===== src/rtl/lsb_stream_decoder.sv =====
// lsb_stream_decoder: strips LSB_BITS from each carrier sample, assembles a
// big-endian length header of LEN_BYTES bytes, then emits exactly the declared
// number of payload bytes through a single-entry valid/ready output register.
module lsb_stream_decoder #(
  parameter int DATA_W      = 8,
  parameter int LSB_BITS    = 2,
  parameter int LEN_BYTES   = 3,
  parameter int LEN_IN_BITS = 1
) (
  input  logic                   clk,
  input  logic                   rst,
  input  logic                   start,
  input  logic [DATA_W-1:0]      in_data,
  input  logic                   in_valid,
  output logic                   in_ready,
  output logic [7:0]             out_data,
  output logic                   out_valid,
  input  logic                   out_ready,
  output logic [8*LEN_BYTES-1:0] len_out,
  output logic                   len_valid,
  output logic                   busy,
  output logic                   done
);

  // Carriers per recovered byte and the derived counter widths.
  localparam int K     = 8 / LSB_BITS;
  localparam int CNT_W = (K > 1) ? $clog2(K) : 1;
  localparam int LEN_W = 8 * LEN_BYTES;
  localparam int HDR_W = $clog2(LEN_BYTES + 1);

  localparam logic [CNT_W-1:0] CNT_LAST = CNT_W'(K - 1);
  localparam logic [HDR_W-1:0] HDR_LAST = HDR_W'(LEN_BYTES - 1);

  typedef enum logic [1:0] {
    ST_IDLE    = 2'd0,
    ST_HEADER  = 2'd1,
    ST_PAYLOAD = 2'd2,
    ST_DONE    = 2'd3
  } state_t;

  state_t             state_q, state_d;
  logic [CNT_W-1:0]   cnt_q, cnt_d;
  logic [7:0]         acc_q, acc_d;
  logic [HDR_W-1:0]   hdr_cnt_q, hdr_cnt_d;
  logic [LEN_W-1:0]   len_q, len_d;
  logic               len_valid_q, len_valid_d;
  logic [LEN_W-1:0]   rem_q, rem_d;
  logic [7:0]         out_data_q, out_data_d;
  logic               out_valid_q, out_valid_d;

  logic               out_stall_s;
  logic               in_ready_s;
  logic               accept_s;
  logic               byte_done_s;
  logic [8+LSB_BITS-1:0] acc_wide_s;
  logic [7:0]         acc_shift_s;
  logic [LEN_W+7:0]   len_wide_s;
  logic [LEN_W-1:0]   len_shift_s;
  logic [LEN_W-1:0]   hdr_bytes_s;
  logic               unused_in_bits_s;

  // Upper carrier bits carry no hidden data; fold them so they are visibly consumed.
  assign unused_in_bits_s = ^in_data;

  // The output register blocks new carriers only while it holds an undrained byte.
  // Once every payload byte has been recovered no further carriers are taken.
  assign out_stall_s = out_valid_q && !out_ready;
  assign in_ready_s  = ((state_q == ST_HEADER) ||
                        ((state_q == ST_PAYLOAD) && (rem_q != '0))) && !out_stall_s;
  assign accept_s    = in_valid && in_ready_s;
  assign byte_done_s = accept_s && (cnt_q == CNT_LAST);

  // Shift the new LSBs into the accumulator; the first carrier ends up in the MSBs.
  assign acc_wide_s  = {acc_q, in_data[LSB_BITS-1:0]};
  assign acc_shift_s = acc_wide_s[7:0];

  // Header bytes shift in from the LSB end, so the first byte becomes the MSB byte.
  assign len_wide_s  = {len_q, acc_shift_s};
  assign len_shift_s = len_wide_s[LEN_W-1:0];
  assign hdr_bytes_s = (LEN_IN_BITS != 0) ? (len_shift_s >> 3) : len_shift_s;

  // Next-state and datapath update for the frame sequencer.
  always_comb begin
    state_d     = state_q;
    cnt_d       = cnt_q;
    acc_d       = acc_q;
    hdr_cnt_d   = hdr_cnt_q;
    len_d       = len_q;
    len_valid_d = len_valid_q;
    rem_d       = rem_q;
    out_data_d  = out_data_q;
    out_valid_d = out_valid_q;

    if (accept_s) begin
      acc_d = acc_shift_s;
      cnt_d = (cnt_q == CNT_LAST) ? '0 : (cnt_q + CNT_W'(1));
    end else begin
      acc_d = acc_q;
    end

    case (state_q)
      ST_IDLE, ST_DONE: begin
        if (start) begin
          state_d     = ST_HEADER;
          cnt_d       = '0;
          acc_d       = '0;
          hdr_cnt_d   = '0;
          len_d       = '0;
          len_valid_d = 1'b0;
          rem_d       = '0;
        end else begin
          state_d = state_q;
        end
      end
      ST_HEADER: begin
        if (byte_done_s) begin
          len_d = len_shift_s;
          if (hdr_cnt_q == HDR_LAST) begin
            len_valid_d = 1'b1;
            rem_d       = hdr_bytes_s;
            hdr_cnt_d   = '0;
            state_d     = (hdr_bytes_s == '0) ? ST_DONE : ST_PAYLOAD;
          end else begin
            hdr_cnt_d = hdr_cnt_q + HDR_W'(1);
          end
        end else begin
          state_d = ST_HEADER;
        end
      end
      ST_PAYLOAD: begin
        if (byte_done_s) begin
          // A byte can only complete while the register is free or draining.
          out_data_d  = acc_shift_s;
          out_valid_d = 1'b1;
          rem_d       = rem_q - LEN_W'(1);
        end else if (out_valid_q && out_ready) begin
          out_valid_d = 1'b0;
          if (rem_q == '0) begin
            state_d = ST_DONE;
          end else begin
            state_d = ST_PAYLOAD;
          end
        end else begin
          state_d = ST_PAYLOAD;
        end
      end
      default: begin
        state_d = ST_IDLE;
      end
    endcase
  end

  // State and datapath registers with synchronous reset.
  always_ff @(posedge clk) begin
    if (rst) begin
      state_q     <= ST_IDLE;
      cnt_q       <= '0;
      acc_q       <= '0;
      hdr_cnt_q   <= '0;
      len_q       <= '0;
      len_valid_q <= 1'b0;
      rem_q       <= '0;
      out_data_q  <= '0;
      out_valid_q <= 1'b0;
    end else begin
      state_q     <= state_d;
      cnt_q       <= cnt_d;
      acc_q       <= acc_d;
      hdr_cnt_q   <= hdr_cnt_d;
      len_q       <= len_d;
      len_valid_q <= len_valid_d;
      rem_q       <= rem_d;
      out_data_q  <= out_data_d;
      out_valid_q <= out_valid_d;
    end
  end

  assign in_ready  = in_ready_s;
  assign out_data  = out_data_q;
  assign out_valid = out_valid_q;
  assign len_out   = len_q;
  assign len_valid = len_valid_q;
  assign busy      = (state_q == ST_HEADER) || (state_q == ST_PAYLOAD);
  assign done      = (state_q == ST_DONE);

endmodule


===== config.mk =====
export PLATFORM = sky130hd
export DESIGN_NAME = lsb_stream_decoder
export DESIGN_NICKNAME = d
export VERILOG_FILES = /design/src/rtl/lsb_stream_decoder.sv
export SDC_FILE = /design/constraint.sdc
export NUM_CORES = 1
export LEC_CHECK = 0
export CORE_MARGIN = 1.5
export CORE_UTILIZATION = 49
export DETAILED_ROUTE_END_ITERATION = 10
export GPL_TIMING_DRIVEN = 0
export PLACE_DENSITY = 0.76
export SLEW_MARGIN = 40
export SYNTH_ARGS = -nofsm -noshare
export SYNTH_HDL_FRONTEND = slang
export SYNTH_SLANG_ARGS = --single-unit

===== constraint.sdc =====
create_clock -name clk -period 1.92 [get_ports clk]
set_input_delay 0.576 -clock clk [delete_from_list [all_inputs] [get_ports clk]]
set_output_delay 0.576 -clock clk [all_outputs]
set_load 0.01 [all_outputs]

Yosys cells after proc, flatten, opt, wreduce, memory -nomap -nowiden
Index checks and enable logic that the tools add are counted.
- add/sub/neg operators: 3
- equal/unequal tests: 11
- multiplexer cells: 32
- reduce and logical (&&, ||, !) cells: 23
- operators by type and width (kind ; count):
    two-way mux 24 bit ; 5
    case mux 24 bit (3 select lines) ; 1
    zero test 24 bit ; 2
    case mux 24 bit (2 select lines) ; 1
    two-way mux 2 bit ; 12
    two-way mux 8 bit ; 3
    nonzero test 24 bit ; 1
    subtractor 24 x 1 -> 24 bit (second input constant) ; 1
    == test 2 bit (second input constant) ; 4
    != test 2 bit (second input constant) ; 4
    AND reduction 4 bit ; 2
    two-way mux 1 bit ; 7
    logical AND 1 bit ; 6
    case mux 2 bit (3 select lines) ; 1
    AND reduction 3 bit ; 2
    adder 2 x 1 -> 2 bit (second input constant) ; 2
    case mux 2 bit (2 select lines) ; 1
    AND reduction 2 bit ; 2
    nonzero test 2 bit ; 2
    != test 3 x 2 -> 1 bit (second input constant) ; 1
    == test 2 x 1 -> 1 bit (second input constant) ; 1
    zero test 1 bit ; 2
    zero test 2 bit ; 1
    logical OR 1 bit ; 2
    3 further kinds ; 3
- register bits: 72
- input port bits: 13
- output and inout bits: 37
- logic and storage cells: 78

Logic depth before layout (Yosys ltp)
Gate-level depths: netlist of the first run.
- depth in word-level cells: 8
- gate-level depth with buffers: 10
- mapped depth without buffers: 8

Least setup slack after synthesis of the first run
OpenSTA, ideal clock, no wires.
- kind: reg-to-reg
- from: register state_q[0]
- to: register rem_q[19]
- library setup time: 0.141 ns
- data arrival time: 1.971 ns
- required time: 1.779 ns
- slack: -0.192 ns
- stages on the path, launching flop included: 10
- buffers on the path: 1
- period minus slack after synthesis: 2.112 ns
- path through: dfxtp_1 inv_1 ha_1 clkbuf_1 clkinv_1 nor2_1 nor3_1 a22oi_4 a2111oi_0 nor3_1
- word-level cells in the longest chain between the ends: 8
- elaborated cells on any way between the ends: 16
- those cells by class: eq/ne (7); mux (1); reduce/logical (8)
- ends and longest elaborated chain (item ; line ; source):
    start: declaration ; 41 ; state_t state_q, state_d;
    start signal: assignment ; 166 ; state_q <= state_d;
    == test 2 bit ; 69, 101 ;
    logical AND 1 bit ; 69 ; ((state_q == ST_PAYLOAD) && (rem_q != '0))) && !out_stall_s;
    logical OR 1 bit ; 68 ; assign in_ready_s = ((state_q == ST_HEADER) ||
    logical AND 1 bit ; 69 ;
    logical AND 1 bit ; 70 ; assign accept_s = in_valid && in_ready_s;
    logical AND 1 bit ; 71 ; assign byte_done_s = accept_s && (cnt_q == CNT_LAST);
    != test 2 bit (no line) ; -- ;
    AND reduction 4 bit (no line) ; -- ;
    end signal: assignment ; 172 ; rem_q <= rem_d;
    end: declaration ; 47 ; logic [LEN_W-1:0] rem_q, rem_d;
Parallel ways exist; a longest one is shown, timed or not.
A chain may end at the register's enable or synchronous reset.

Final worst setup path of the first run
- from: register rem_q[3]
- to: output port in_ready
- word-level cells in the longest chain between the ends: 4
- ends and longest elaborated chain (item ; line ; source):
    nonzero test 24 bit ; 69 ;
    logical AND 1 bit ; 69 ;
    logical OR 1 bit ; 68 ;
    logical AND 1 bit ; 69 ;
    end: declaration ; 15 ; output logic in_ready,
Every way passes these cells.

==> flow_results.org, run 1 <==
** Status
- Run status :: complete, but fails checks
- The checks that failed: negative setup slack.

** Critical path
- Of all nets on the critical path, the largest fanout is 4.
- For this run, the slowest stage of the critical path takes around 0.38 ns.
- Type of element capturing the critical path :: output port
- STA classifies the critical path startpoint as a flip-flop.
- Data required time of the worst path :: between 1 and 1.5 ns
- Walking the worst path, the cells encountered are nor4_4 -> nand4b_4 -> o31a_1 -> o21a_1 -> buf_2.
- For the worst setup path, the data arrival time is around 1.8 ns.
- The slowest stage of the critical path belongs to the cell nor4_4.
- The setup path with the least slack is of type flip-flop to output port.

** Place
- Post-detailed-placement cell area :: 0.00405 mm²
- Port buffer count :: 42
- Routability-driven placement finished with a final weighted congestion of between 0.9 and 1.
- Before CTS, the worst setup slack after placement is -0.955 ns.
- The HPWL after detailed placement is 6.76 mm.
- Number of placed instances with taps included :: 536

** Floorplanning
- Area of the die :: 0.00754 mm²
- Core box area :: 0.00679 mm²
- The initial utilization of the core area, before any placement, comes to 0.507.
- The die is ~87 µm tall.
- Die Wd :: 86.8 µm
- Site Rows :: 30
- Pin placement for this block handled 50 I/O pins.

** CTS
- The clock drives 70 sinks.
- Hold repair after CTS inserted 0 buffers.
- Clock-pin slew on the worst setup and hold paths :: 0.08 ns
- Maximum level of the CTS H-tree :: 3
- The later pin in the worst-skew pair is clocked with a latency of 0.36 ns.
- Clock tree synthesis inserted a total of 9 buffers.
- Maximum clock path buffer count :: 2
- TritonCTS built the clock tree.
- The root buffer cell chosen for the clock tree is clkbuf_8.

** STA
- The max-slew violation count is 0.
- Fin crit period :: between 2 and 2.5 ns
- The count of endpoints failing hold in the final timing report was 0.
- Worst clock skew :: 0.0101 ns
- In this run the tightest slew margin relative to its limit is 0.477.
- Setup violations remaining at the end of the flow were counted as 36.
- Timing would allow up to 0.415 GHz.
- Final hold analysis gives a worst-case slack of 0.467 ns.
- Final cycle utilization of the critical path :: 1.26
- Actual slew at the worst max-slew pin :: 0.785 ns
- After layout, the worst setup slack is -0.493 ns.
- Setup repair after global routing missed its margin :: true

** Synth
- In this run the cell area of the synthesized design comes to 0.00344 mm².
- Mean instance size in the synthesized netlist :: 8.65 µm²
- The cell count after synthesis came out at 398.
- Top FF cell, synth :: dfxtp_1
- The biggest area contributor in the post-synthesis netlist is dfxtp_1.
- Synthesis produced a netlist with a net count of 417.
- Yosys cell types :: 58
- Of the post-synthesis cell area, the dominant cell type holds 0.407.
- Leading cell types by total area after synthesis :: dfxtp_1 41%, nor2_1 8.0%, a22oi_1 5.7%
- Post-synthesis async set-or-reset flop share :: 0
- Yosys reg bits :: 70
- Part of the Yosys area used for sequential elements :: 0.407
- Yosys printed 0 warnings.
- Number of flops mapped to enable cells by yosys :: 0

** Global routing
- Sum of overflow across all layers after global routing :: 0
- The via count of the first global-routing pass is 3209.
- For this run, the total global-route usage over all layers was measured as 0.295.
- The first global-routing pass estimated 16.9 mm of wire.
- The number of antenna violations at the first check in global routing came to 0.
- Entering global routing, the biggest net connects 14 pins.

** Route
- Number of iterations in the first detailed-routing pass :: 5
- Max layer used :: met4
- Vias after detailed routing :: 3489
- Violation count after the first detailed-routing iteration :: 309
- Met2 WL post-DR :: about 5.4 mm
- Final wirelength :: about 11 mm
- Post-detailed-route wirelength per cell :: 19.3 µm
- After detailed routing, the number of vias per cell comes to roughly 6.
- After detailed routing, the number of remaining DRC violations is 0.
- The count of nets left with antenna violations once routing finished came out at 0.
- Total length of routed met3 wires :: between 800 and 900 µm
- In the final routing, the length of wire on met1 measures ~4.6 mm.

** Finish
- Summing all non-filler instances in the final layout gives an area of 0.00492 mm².
- Sequential standard cell area :: 0.00145 mm²
- Most common cell after layout, fill and taps aside :: nor2_1
- Leaving out filler cells and counting taps, the final layout contains 579.
- From synthesis to final layout, the design area changed by 42.9%.
- Of the cells placed in the final design, the portion with a size suffix greater than 1 is 0.344.
- Most frequent cells in the layout :: 63 x nor2_1, 44 x dfxtp_1, 35 x clkdlybuf4s50_1, 26 x a22oi_1, 22 x nand2_1
- The multi-input combinational cells in the finished layout cover a total of 0.00215 mm².
- 0 antenna diodes ended up in the layout.
- The net count of the finished layout is 497.
- Number of inserted filler cells in the final layout :: 490

** Pwr
- Power per unit of standard cell area :: 793 mW/mm²
- Leak Pwr :: 1.91 nW
- The worst-case IR drop observed on VDD is 480 µV.

** Job
- Max-cap violations in this run came to 0.

** Worst hold path
- Worst min path class :: flip-flop to flip-flop
-- state kept, by name, indices dropped and copies added, names as in the netlist --
name	flops
len_out	24
hdr_cnt_q	2
out_valid	1
len_valid	1
out_data	8
state_q	2
acc_q	6
cnt_q	2
rem_q	24
-- per-stage QoR --
step / util / total power (W) / TNS, ns
after global routing: 0.724 / 0.00400 / -15.25
after detailed placement: 0.596 / 0.00211 / -43.65
after global placement: 0.596 / 0.00210 / -40.55
after floorplan: - / 0.00196 / -1.02
final: 0.724 / 0.00390 / -12.22
after CTS: 0.698 / 0.00380 / -13.67
-- worst paths after layout --
check / startpoint / to / slack, ns / depth (start not counted)
setup reg to reg: rem_q[3]$_SDFFE_PP0P_ / rem_q[22]$_SDFFE_PP0P_ / -0.45 / 10
hold reg to reg: rem_q[16]$_SDFFE_PP0P_ / rem_q[16]$_SDFFE_PP0P_ / 0.47 / 2
hold / removal: rem_q[16]$_SDFFE_PP0P_ / rem_q[16]$_SDFFE_PP0P_ / 0.47 / 2
setup / recovery: rem_q[3]$_SDFFE_PP0P_ / in_ready / -0.49 / 5
-- cell type report --
class,instances,area share
multi-input combinational,294,0.437
sequential,70,0.295
timing repair buffer,72,0.149
buffer,22,0.0371
clock buffer,9,0.0252
clock inverter,7,0.0247
tap,96,0.0244
inverter,9,0.00788
-- Yosys cell counts, types with 3 or more instances --
library cell	n
nor3_2	3
nor3_1	9
a21oi_2	9
ha_1	6
mux2i_1	16
a22oi_1	26
o21ai_2	6
o31ai_1	3
nor4_1	8
inv_1	8
dfxtp_1	70
o41ai_1	3
nand2_1	31
xor2_1	4
nand3_1	7
nand3b_1	3
a211oi_1	3
nand4_1	3
a21oi_1	22
o21ai_0	8
nor2_1	73
buf_6	3
clkbuf_1	18
a22o_1	4
o21ai_1	5
-- worst max-delay path: cells and delay by family, from the launching register on --
kind                   cells  cell delay [ns]
AOI/OAI and AO/OA          2             0.46
buffers and inverters      1             0.13
DFF                        1             0.35
and+or+nand+nor            2             0.54
-- power by group --
part           switching [W]  internal [W]
combinational       0.000500      0.000397
clock               0.000634      0.000870
sequential         0.0000300       0.00147
total                0.00116       0.00274
-- cells by family (layout without fill, tap and decap cells) --
family,count (synthesis),count (layout),share of synthesized area
xor gates and xnor gates,6,6,0.0153
AOI/OAI and AO/OA,113,113,0.248
buffers and inverters,34,119,0.0490
adders and majority gates,6,6,0.0218
and+or+nand+nor,153,153,0.212
DFF,70,70,0.407
muxes,16,16,0.0465
-- layer usage --
| layer | GRT usage | vias to the layer above |
|---|---|---|
| li1 | - | 1605 |
| met2 | 0.491 | 176 |
| met1 | 0.378 | 1668 |
| met5 | 0 | - |
| met4 | 0.125 | 0 |
| met3 | 0.0495 | 40 |
-- timing repair --
action / in CTS / in global routing
gates cloned: 4 / 2
pin swaps: 16 / 19
buffers inserted: 17 / 10
setup endpoints to repair: 89 / 71
gates resized for setup: 96 / 34
No activity file was read; power rests on OpenSTA's default activity.
==> run 2, diff against run 1 <==
--- a/config.mk
+++ b/config.mk
@@ -5,10 +5,12 @@
 export SDC_FILE = /design/constraint.sdc
 export NUM_CORES = 1
 export LEC_CHECK = 0
+export ABC_AREA = 1
 export CORE_MARGIN = 1.5
-export CORE_UTILIZATION = 49
+export CORE_UTILIZATION = 50
 export DETAILED_ROUTE_END_ITERATION = 10
 export GPL_TIMING_DRIVEN = 0
+export MAX_ROUTING_LAYER = met4
 export PLACE_DENSITY = 0.76
 export SLEW_MARGIN = 40
 export SYNTH_ARGS = -nofsm -noshare
==> run 2 against run 1 <==
The flow still finishes with violations (negative setup slack). Sequential share of layout area fell by 0.36 points. Non-clock buffer count shrank 6. Sequential power up 21%. Highest routed layer unchanged.
==> flow_results.org, run 2 <==
** Synth
- Number of flops mapped to enable cells by yosys :: 0 (unchanged)
- The number of instances in the synthesized netlist was 584 (was 398).
- The primary flip-flop cell chosen by synthesis mapping is dfxtp_1 (unchanged).
- Proportion of netlist area held by the largest area contributor :: 0.372 (was 0.407)
- Yosys warning count :: 0 (unchanged)
- Post-synthesis async set-or-reset flop share :: 0 (unchanged)
- Largest area contributor in the netlist :: dfxtp_1 (unchanged)
- Synthesized netlist net count :: 603 (was 417)
- Mean instance size in the synthesized netlist :: 6.44 µm² (was 8.65 µm²)
- Leading cell types by total area after synthesis :: dfxtp_1 37%, nand2_1 16%, a21oi_1 8.9% (was dfxtp_1 41%, nor2_1 8.0%, a22oi_1 5.7%)
- The flip-flop and latch count after synthesis is 70 (unchanged).
- Yosys cell types :: 33 (was 58)
- The post-synth design cell area is 0.00376 mm² (was 0.00344 mm²).
- The most used standard cell by instance count after synthesis was nand2_1 (was nor2_1).
- Post-synth top cells :: 161 x nand2_1, 79 x nor2_1, 70 x dfxtp_1, 67 x a21oi_1, 47 x inv_1 (was 73 x nor2_1, 70 x dfxtp_1, 31 x nand2_1, 26 x a22oi_1, 22 x a21oi_1)
- Part of the Yosys area used for sequential elements :: 0.372 (was 0.407)

** Critical path
- Crit path arrival time :: 1.59 ns (was 1.84 ns)
- The path depth of the worst reg2reg path is 12 (was 10).
- The critical path data required time came to 1.34 ns (about the same).
- The reg-to-reg critical path startpoint is rem_q[0]$_SDFFE_PP0P_ (was rem_q[3]$_SDFFE_PP0P_).
- Category of the critical setup timing path :: primary input to output port (was flip-flop to output port)
- Biggest fanout along the worst timing path :: 5 (was 4)
- Kind of start point of the critical path :: primary input (was flip-flop)
- Type of element capturing the critical path :: output port (unchanged)
- Critical R2R Capture :: rem_q[16]$_SDFFE_PP0P_ (was rem_q[22]$_SDFFE_PP0P_)
- Internal reg-to-reg setup slack :: -0.08 ns (was -0.45 ns)

** CTS
- The maximum buffer depth of the clock tree came to 2 (unchanged).
- The number of sinks driven by the clock tree is 70 (unchanged).
- The number of buffers added to fix hold violations after cts is 0 (unchanged).
- The clock-pin slew on the worst setup and hold paths was 0.08 ns (about the same).
- The depth of the CTS H-tree is 3 (unchanged).
- The buffer cell driving the clock tree root was clkbuf_8 (unchanged).
- CTS buffer count :: 9 (unchanged)
- The clock tree from TritonCTS is built (unchanged).
- The latest clock arrival within the worst-skew pair was 0.35 ns (was 0.36 ns).

** Global routing
- The global-route usage over all layers came to 0.312 (was 0.295).
- The global-route wire length before repair was 19.7 mm (was 16.9 mm).
- Number of global-route vias before repair :: 4119 (was 3209)
- The total congestion overflow was 0 (unchanged).
- The pin count of the biggest net entering global routing came to 13 (was 14).
- The number of antenna violations at the first check in global routing came to 0 (unchanged).

** Finish
- Share of cells above drive strength 1 :: 0.167 (was 0.344)
- The most common cell after layout, fill and taps aside is nand2_1 (was nor2_1).
- Most frequent cells in the layout: 159 x nand2_1, 69 x nor2_1, 63 x a21oi_1, 48 x dfxtp_1, 42 x inv_1 (was 63 x nor2_1, 44 x dfxtp_1, 35 x clkdlybuf4s50_1, 26 x a22oi_1, 22 x nand2_1).
- Post-route cell area :: 0.00491 mm² (was 0.00492 mm²)
- Antenna Diode Count :: 0 (unchanged)
- The area growth from synthesis to layout was 30.6% (was 42.9%).
- Share of the core filled with cells in the final layout :: 0.677 (was 0.724)
- The net count of the finished layout is 675 (was 497).

** Status
- Violations in the final reports :: negative setup slack (unchanged)
- Run status: complete, but fails checks (unchanged).

** STA
- Actual slew at the worst max-slew pin :: 0.585 ns (was 0.785 ns)
- Rel. slew slack :: 0.610 (was 0.477)
- The max-slew violation count came to 0 (unchanged).
- The setup TNS was -4.13 ns (was -12.22 ns).
- The top achievable clock speed is 0.461 GHz (was 0.415 GHz).
- The worst-case clock skew is 0.00652 ns (was 0.0101 ns).
- The number of failing setup endpoints in the final timing report was 50 (was 36).
- Hold violation count in the final report :: 0 (unchanged)
- The worst slack on hold paths came to 0.452 ns (was 0.467 ns).
- Fin crit period :: 2.17 ns (was 2.41 ns)
- The share of the cycle needed by the critical path after routing is 1.13 (was 1.26).
- Setup repair after global routing missed its margin: true (unchanged).
- Setup ws final :: -0.249 ns (was -0.493 ns)

** Floorplanning
- Area of the die :: 0.00805 mm² (was 0.00754 mm²)
- The height of the die came to 89.7 µm (was 86.8 µm).
- The number of placed I/O pins is 50 (unchanged).
- Site Rows :: 31 (was 30)
- Initial cell density of the core :: 0.519 (was 0.507)
- Die Wd :: 89.7 µm (was 86.8 µm)
- Core box area :: 0.00725 mm² (was 0.00679 mm²)

** Pwr
- The power per cell area was 1420 mW/mm² (was 793 mW/mm²).
- Leak Pwr :: 2.13 nW (was 1.91 nW)
- Total Power Consumption :: 0.00699 W (was 0.00390 W)
- Max VDD drop :: 628 µV (was 480 µV)

** Route
- Met2 WL post-DR :: 5.83 mm (was 5.43 mm)
- The detailed-route wire length per cell is 16.4 µm (was 19.3 µm).
- Remaining antenna violation count after routing :: 0 (unchanged)
- The length of routed wiring on met1 was 5.17 mm (was 4.57 mm).
- The number of remaining DRC errors came to 0 (unchanged).
- Final wirelength :: 12.5 mm (was 11.2 mm)
- Total length of routed met3 wires :: 1.02 mm (was 832 µm)
- Violation count after the first detailed-routing iteration :: 479 (was 309)
- Vias after detailed routing :: 4370 (was 3489)
- The mean number of vias per cell is 5.76 (was 6.03).
- The highest metal layer used by the detailed router is met4 (unchanged).
- Number of iterations in the first detailed-routing pass :: 6 (was 5)

** Worst hold path
- Worst Hold End :: cnt_q[1]$_SDFF_PP0_ (was rem_q[16]$_SDFFE_PP0P_)
- The cell count of the worst hold path came to 2 (unchanged).
- The classification of the worst-slack hold path was flip-flop to flip-flop (unchanged).
- Startpoint of the lowest-slack hold path :: cnt_q[1]$_SDFF_PP0_ (was rem_q[16]$_SDFFE_PP0P_)

** Job
- # Max-Cap Violations :: 0 (unchanged)

** Place
- Port buffer count :: 43 (was 42)
- Post-DP HPWL :: 8.54 mm (was 6.76 mm)
- Post-detailed-placement cell area :: 0.00432 mm² (was 0.00405 mm²)
- The global placer's final weighted congestion is 0.994 (was 0.931).
run 2: changes by cell type in the layout (fill, tap and decap cells not counted), sizes merged, moves of 10 or more:
cell / before / now
a21oi: 31 / 67
a22oi: 27 / 1
inv: 9 / 50
mux2i: 16 / 0
nand2: 31 / 162
nand3: 7 / 42
nand4: 3 / 31
nor2: 73 / 83
nor4: 10 / 0
run 2: through the flow:
step	std cells	worst slack, ns
after floorplan	584	0.129
after global placement	726	-0.669
after detailed placement	726	-0.713
after CTS	748	-0.237
after global routing	759	-0.340
final	759	-0.249
run 2: final cells by class:
type	count	area, µm²
buffer	27	211
clock buffer	9	124
clock inverter	6	86.3
fill	640	2340
inverter	50	195
multi-input combinational	437	2160
sequential	70	1430
tap	99	124
timing repair buffer	61	574
run 2: timing repair:
item,4_1_cts,5_1_grt
pin swaps,8,7
gates cloned,0,1
setup endpoints to repair,76,79
setup buffers,7,10
gates resized for setup,61,49
run 2: routing by layer:
| layer | GRT usage | vias to the layer above |
|---|---|---|
| met1 | 0.377 | 2027 |
| met3 | 0.0651 | 44 |
| met2 | 0.496 | 235 |
| li1 | - | 2064 |
| met5 | - | - |
| met4 | 0.148 | 0 |
run 2: worst max-delay path by stage:
stage | from | to | slack (ns) | cells past startpoint
2_1_floorplan | state_q[0]$_SDFFE_PP0P_ | len_out[23]$_SDFFE_PP0P_ | 0.13 | 10
3_3_place_gp | out_ready | in_ready | -0.67 | 5
3_5_place_dp | out_ready | in_ready | -0.71 | 5
4_1_cts | rem_q[0]$_SDFFE_PP0P_ | in_ready | -0.24 | 10
5_1_grt | rem_q[0]$_SDFFE_PP0P_ | in_ready | -0.34 | 10
6_report | out_ready | in_ready | -0.25 | 5
run 2: where the power goes:
| group | leakage, nW | internal, W | total [W] | switching (W) |
|---|---|---|---|---|
| Sequential | 0.579 | 0.00164 | 0.00182 | 0.000182 |
| Clock | 0.105 | 0.000725 | 0.00134 | 0.000611 |
| Combinational | 1.44 | 0.00137 | 0.00383 | 0.00245 |
run 2: cells by family (layout without fill, tap and decap cells):
kind of cell | Yosys count | after routing | share of synthesized area
buffers and inverters | 77 | 153 | 0.0871
AND/OR/NAND/NOR | 325 | 325 | 0.369
AO/OA/AOI/OAI | 101 | 101 | 0.140
flip-flops | 70 | 70 | 0.372
adder cells (fa/ha/maj) | 6 | 6 | 0.0200
XOR/XNOR | 5 | 5 | 0.0116
run 2: worst max-delay path: stages:
cell and delay, ns:
clkdlybuf4s50_1 0.48, inv_1 0.08, nand2_4 0.10, a21boi_1 0.19, buf_2 0.17
